`src/rtl/jk_bank_driver.sv`:
```
`default_nettype none
// ============================================================================
// Module   : jk_bank_driver
// Purpose  : Accepts a target word, drives one cycle of per-bit J/K excitation
//            into a JK flip-flop bank, then checks the Q readback.
// Revision : 1.0 - initial release
// ============================================================================
module jk_bank_driver #(
    parameter int WIDTH      = 8,
    parameter int DC_POLICY  = 0,
    parameter int SETTLE_CYC = 1
) (
    input  logic             clk,
    input  logic             rst,
    input  logic             tgt_valid,
    output logic             tgt_ready,
    input  logic [WIDTH-1:0] tgt_data,
    input  logic [WIDTH-1:0] q_fb,
    output logic [WIDTH-1:0] j_out,
    output logic [WIDTH-1:0] k_out,
    output logic             busy,
    output logic             done,
    output logic             err,
    output logic [WIDTH-1:0] mismatch,
    output logic [5:0]       chg_cnt
);

    typedef enum logic [1:0] {
        ST_IDLE   = 2'd0,
        ST_DRIVE  = 2'd1,
        ST_SETTLE = 2'd2,
        ST_CHECK  = 2'd3
    } state_t;

    localparam logic [3:0] c_settle_init = 4'(SETTLE_CYC - 1);

    state_t           r_state;
    state_t           w_state_nxt;
    logic [3:0]       r_settle_cnt;
    logic [WIDTH-1:0] r_tgt;
    logic [WIDTH-1:0] r_qs;
    logic [WIDTH-1:0] r_j;
    logic [WIDTH-1:0] r_k;
    logic             r_done;
    logic             r_err;
    logic [WIDTH-1:0] r_mismatch;
    logic [5:0]       r_chg_cnt;

    logic             w_accept;
    logic [WIDTH-1:0] w_dc;
    logic [WIDTH-1:0] w_j_exc;
    logic [WIDTH-1:0] w_k_exc;

    function automatic logic [5:0] f_popcount(input logic [WIDTH-1:0] v);
        logic [5:0] n;
        n = '0;
        for (int i = 0; i < WIDTH; i++) begin
            n = n + {5'd0, v[i]};
        end
        return n;
    endfunction

    assign w_accept = (r_state == ST_IDLE) && tgt_valid;

    // Don't-care bits: all-zero gives set/reset/hold, all-one gives toggle form.
    assign w_dc    = {WIDTH{(DC_POLICY != 0)}};
    assign w_j_exc = (~q_fb & tgt_data) | (q_fb & w_dc);
    assign w_k_exc = (q_fb & ~tgt_data) | (~q_fb & w_dc);

    always_ff @(posedge clk) begin
        if (rst) begin
            r_state <= ST_IDLE;
        end else begin
            r_state <= w_state_nxt;
        end
    end

    always_comb begin
        w_state_nxt = r_state;
        case (r_state)
            ST_IDLE:   if (tgt_valid) w_state_nxt = ST_DRIVE;
            ST_DRIVE:  w_state_nxt = ST_SETTLE;
            ST_SETTLE: if (r_settle_cnt == 4'd0) w_state_nxt = ST_CHECK;
            ST_CHECK:  w_state_nxt = ST_IDLE;
            default:   w_state_nxt = ST_IDLE;
        endcase
    end

    always_ff @(posedge clk) begin
        if (rst) begin
            r_settle_cnt <= '0;
            r_tgt        <= '0;
            r_qs         <= '0;
            r_j          <= '0;
            r_k          <= '0;
            r_done       <= 1'b0;
            r_err        <= 1'b0;
            r_mismatch   <= '0;
            r_chg_cnt    <= '0;
        end else begin
            r_done <= 1'b0;
            r_err  <= 1'b0;
            r_j    <= '0;
            r_k    <= '0;
            case (r_state)
                ST_IDLE: begin
                    if (w_accept) begin
                        r_tgt     <= tgt_data;
                        r_qs      <= q_fb;
                        r_j       <= w_j_exc;
                        r_k       <= w_k_exc;
                        r_chg_cnt <= f_popcount(tgt_data ^ q_fb);
                    end
                end
                ST_DRIVE: begin
                    r_settle_cnt <= c_settle_init;
                end
                ST_SETTLE: begin
                    if (r_settle_cnt != 4'd0) begin
                        r_settle_cnt <= r_settle_cnt - 4'd1;
                    end
                end
                ST_CHECK: begin
                    r_mismatch <= q_fb ^ r_tgt;
                    r_done     <= (q_fb == r_tgt);
                    r_err      <= (q_fb != r_tgt);
                end
                default: ;
            endcase
        end
    end

    assign tgt_ready = (r_state == ST_IDLE) && !rst;
    assign busy      = (r_state != ST_IDLE);
    assign j_out     = r_j;
    assign k_out     = r_k;
    assign done      = r_done;
    assign err       = r_err;
    assign mismatch  = r_mismatch;
    assign chg_cnt   = r_chg_cnt;

    logic [WIDTH-1:0] w_unused_qs;
    assign w_unused_qs = r_qs;

endmodule
`default_nettype wire
```
`config.mk`:
```
export PLATFORM = sky130hd
export DESIGN_NAME = jk_bank_driver
export DESIGN_NICKNAME = d
export VERILOG_FILES = /design/src/rtl/jk_bank_driver.sv
export SDC_FILE = /design/constraint.sdc
export NUM_CORES = 1
export LEC_CHECK = 0
export ABC_CLOCK_PERIOD_IN_PS = 3400
export BUFFER_PORTS_ARGS = -buffer_cell sky130_fd_sc_hd__clkbuf_2
export CELL_PAD_IN_SITES_DETAIL_PLACEMENT = 0
export CELL_PAD_IN_SITES_GLOBAL_PLACEMENT = 2
export CORE_MARGIN = 5
export CORE_UTILIZATION = 33
export CTS_BUF_LIST = sky130_fd_sc_hd__clkbuf_8
export CTS_CLUSTER_DIAMETER = 150
export DETAILED_ROUTE_END_ITERATION = 16
export GPL_ROUTABILITY_DRIVEN = 0
export MAX_ROUTING_LAYER = met4
export PLACE_DENSITY_LB_ADDON = 0.1
export REMOVE_ABC_BUFFERS = 1
export SYNTH_ARGS = -nofsm -noshare
export SYNTH_HDL_FRONTEND = slang
export SYNTH_SLANG_ARGS = --single-unit
```
`constraint.sdc`:
```
create_clock -name clk -period 3.4 [get_ports clk]
set_input_delay 0.17 -clock clk [delete_from_list [all_inputs] [get_ports clk]]
set_output_delay 0.17 -clock clk [all_outputs]
set_load 0.02 [all_outputs]
```
==> results.rst <==
.. list-table::
   :header-rows: 1

   * - Metric
     - Value
   * - Outcome
     - finished clean
   * - Worst slew slack as a fraction of its limit
     - 57.7%
   * - Maximum net fanout on the critical path
     - 3
   * - Setup TNS Final
     - 0 ps
   * - Die height
     - 90.2 um
   * - CTS root buf
     - sky130_fd_sc_hd__clkbuf_8
   * - Top achievable clock speed
     - about 330 MHz
   * - Clock sinks
     - 44
   * - Maximum resistive drop on vdd
     - roughly 0.2 mV
   * - Chip Width
     - 90.2 um
   * - Clock Skew
     - 5.99 ps
   * - Number of buffers created by CTS
     - 5
   * - Antenna diode count
     - 0
   * - Initial DRC Count
     - 39
   * - Cell types with the largest area share after synthesis
     - sky130_fd_sc_hd__dfxtp_1, sky130_fd_sc_hd__ha_1, sky130_fd_sc_hd__inv_1, sky130_fd_sc_hd__and3_1, sky130_fd_sc_hd__nand2_1
   * - Part of the Yosys area used for sequential elements
     - 41.5%
   * - Maximum number of pins on one net before global-route repair
     - 27
   * - Share of the clock period used by the worst path
     - 89.1%
   * - Antenna violations before repair
     - 0
   * - Maximum number of buffers from clock root to sink
     - 2
   * - Max Cap Viol
     - 0
   * - Detailed placement HPWL
     - 3600 um
   * - Main combinational cell family by area after synthesis
     - adder cells
   * - Via count
     - 1597
   * - Post CTS Setup Buffer Count
     - 0
   * - CP endpoint kind
     - register
   * - Kind of path behind the tightest hold check
     - in2reg
   * - Initial Util
     - 33.6%
   * - Combinational cell fraction of total power
     - 37.2%
   * - Internal Pwr Total
     - 0.984 mW
   * - Number of rows in the core area
     - 29
   * - Setup slack after layout
     - 370 ps
   * - Core Region
     - 6310 um2
   * - Mean instance size in the synthesized netlist
     - 9.19 um2
   * - Most prevalent standard cell on the critical path
     - sky130_fd_sc_hd__inv_1
   * - CP Launch Type
     - input pin
   * - Synthesized instance count
     - 231
   * - Post-layout nets
     - 330
   * - Boundary Pins
     - 53
   * - Number of enable-type register cells in the synthesized netlist
     - 0
   * - Via-per-instance ratio
     - around 4.5
   * - Stage delay of the slowest cell on the critical path
     - 550 ps
   * - Post-DR wirelength/cell
     - 13.4 um
   * - Vias in the first global route
     - about 1.7k
   * - Cell count after placement
     - 351
   * - Net switching power figure
     - 0.582 mW
   * - Final Instance Count excl. Fillers
     - 358
   * - Remaining routing DRC violations
     - 0
   * - Multiplexer fraction of the synthesized cell area
     - 0.943%
   * - Setup Viol. Count Final
     - 0
   * - Clock Latency Late Sink
     - 290 ps
   * - Total number of yosys warnings
     - 0
   * - Total power of the final layout
     - 1.57 mW
   * - Static leakage power
     - 1.29 nW
   * - Cells traversed along the worst timing path
     - clkbuf_2 > inv_1 > ha_1 > inv_1 > fa_1 > fa_1 > inv_1 > fa_1 > inv_1 > ha_1 > inv_1 > fa_1 > xnor2_1 > nand2_1 > a21oi_1
   * - Critical path required time
     - 3610 ps
   * - Hold buffers post-CTS
     - 0
   * - Total die area
     - 8130 um2
   * - Most common flop cell mapped by yosys
     - sky130_fd_sc_hd__dfxtp_1
   * - Fraction of layout instances using a drive strength above 1
     - between 20 and 25%
   * - Final design instance area without fill
     - 2530 um2
   * - Post-layout min period
     - 3030 ps
   * - Switching power as a share of total power
     - 37.2%
   * - Sequential fraction of design power
     - 40.5%
   * - Post-synth top area share
     - between 40% and 50%
   * - Clock slew at the register clock pins of the worst setup and hold paths
     - ~80 ps
   * - Compound-gate portion of the synthesized area
     - 9.26%
   * - Worst setup slack before clock tree synthesis
     - between 40 and 50 ps
   * - Portion of total power attributed to the clock network
     - 22.3%
   * - Synthesized-area fraction occupied by xor and xnor cells
     - 3.71%
   * - Largest area contributor in the synthesized netlist
     - sky130_fd_sc_hd__dfxtp_1
   * - Worst hold slack
     - 132 ps
   * - Classification of the worst setup path
     - in2reg
   * - Port buffer count
     - 50
   * - Slew at the pin with the worst max-slew slack
     - between 600 and 700 ps
   * - Distinct cells, synth
     - 31
   * - #FFs+latches synth
     - 44
   * - CTS tree
     - done
   * - Critical-path cell with the highest stage delay
     - sky130_fd_sc_hd__fa_1
   * - Final design utilization
     - approximately two fifths
   * - Post-Route WL
     - 4790 um
   * - Most used cells in the layout excluding fill and tap cells
     - sky130_fd_sc_hd__clkbuf_2, sky130_fd_sc_hd__dfxtp_1, sky130_fd_sc_hd__inv_1, sky130_fd_sc_hd__ha_1, sky130_fd_sc_hd__nand2_1
   * - Synth Area in Adders
     - 19.1%
   * - Signed area change from the synthesized netlist to the final layout
     - 19.3%
   * - Pwr Density
     - 619 nW/um2
   * - Share of flip-flops with an asynchronous set or reset after synthesis
     - 0%
   * - Final-report hold violation count
     - 0
   * - Level count of the clock H-tree
     - 2
   * - Number of iterations in the first detailed-routing pass
     - 4
   * - Count of filler cells inserted in the layout
     - about 700
   * - Cell area after synthesis
     - 2120 um2
   * - Number of instances resized during post-cts repair
     - 0
   * - Unrepaired setup endpoints after global routing
     - no
   * - Most frequent standard cell in the layout excluding fill and tap cells
     - sky130_fd_sc_hd__clkbuf_2
   * - GR Util All Layers
     - 13.0%
   * - Final Max Tran Viols
     - 0
   * - CP arrival
     - 3250 ps
   * - Placed inst area
     - 2430 um2
   * - Post-synthesis simple-gate area fraction
     - roughly 16%
   * - Detail Route Antenna Nets
     - 0
   * - First-pass GRT wire length
     - around 8400 um
   * - Gr ovfl total
     - 0
routing by layer:
layer	GRT usage, %	share of wire, %	wire (um)
met4	3.35	0.90	43
met2	20.3	47	2250
met1	16.8	48	2320
met3	3.26	3.6	170
met5	-	0	0
logic make-up (layout without fill, tap and decap cells):
family          Yosys count  in the layout
other cells               1              2
mux                       2              2
compound gates           30             30
xor+xnor                  9              9
flops                    44             44
simple gates             69             69
buf+inv                  46             95
fa+ha+maj                30             30
critical path: cells and delay by family:
family	cells	cell delay, ps
adders and majority gates	6	2320
buffers and inverters	6	380
xor gates and xnor gates	1	150
AOI/OAI and AO/OA	1	150
and+or+nand+nor	1	70
sequential cells by signal, indices dropped and copies added, names as in the netlist:
register / cells
done: 1
chg_cnt: 4
r_state: 2
r_settle_cnt: 4
r_tgt: 8
j_out: 8
mismatch: 8
k_out: 8
err: 1
final timing paths:
| kind | startpoint | to | slack, ps | cells after the start |
|---|---|---|---|---|
| max | tgt_data[0] | chg_cnt[2] | 370 | 15 |
| min | tgt_data[4] | r_tgt[4] | 130 | 3 |
| max reg2reg | r_state[0] | j_out[3] | 1690 | 6 |
| min reg2reg | chg_cnt[3] | chg_cnt[3] | 460 | 2 |
power groups by stage:
stage	logic (mW)	registers [mW]	clock network [mW]
6_report	0.583	0.634	0.350
5_1_grt	0.672	0.644	0.392
4_1_cts	0.597	0.635	0.369
3_5_place_dp	0.595	0.647	0
3_3_place_gp	0.595	0.649	0
2_1_floorplan	0.344	0.693	0
synthesized netlist by cell type, types with 3 or more instances:
cell                        n
sky130_fd_sc_hd__ha_1      26
sky130_fd_sc_hd__and3_1    16
sky130_fd_sc_hd__a211oi_1  10
sky130_fd_sc_hd__nor2_1    10
sky130_fd_sc_hd__fa_1       4
sky130_fd_sc_hd__buf_2      3
sky130_fd_sc_hd__dfxtp_1   44
sky130_fd_sc_hd__buf_4      4
sky130_fd_sc_hd__or3_1      3
sky130_fd_sc_hd__clkbuf_1   4
sky130_fd_sc_hd__nand2_1   25
sky130_fd_sc_hd__inv_1     35
sky130_fd_sc_hd__nand3_1    4
sky130_fd_sc_hd__a21oi_1   13
sky130_fd_sc_hd__xnor2_1    9
final cells by class:
cell class | instances | area (um2) | share of cell area, %
timing repair buffer | 53 | 273 | 10.8
tap | 77 | 96.3 | 3.81
clock buffer | 7 | 96.3 | 3.81
multi-input combinational | 142 | 1050 | 41.6
inverter | 35 | 131 | 5.19
sequential | 44 | 881 | 34.8
Power figures use the tool's default switching activity.
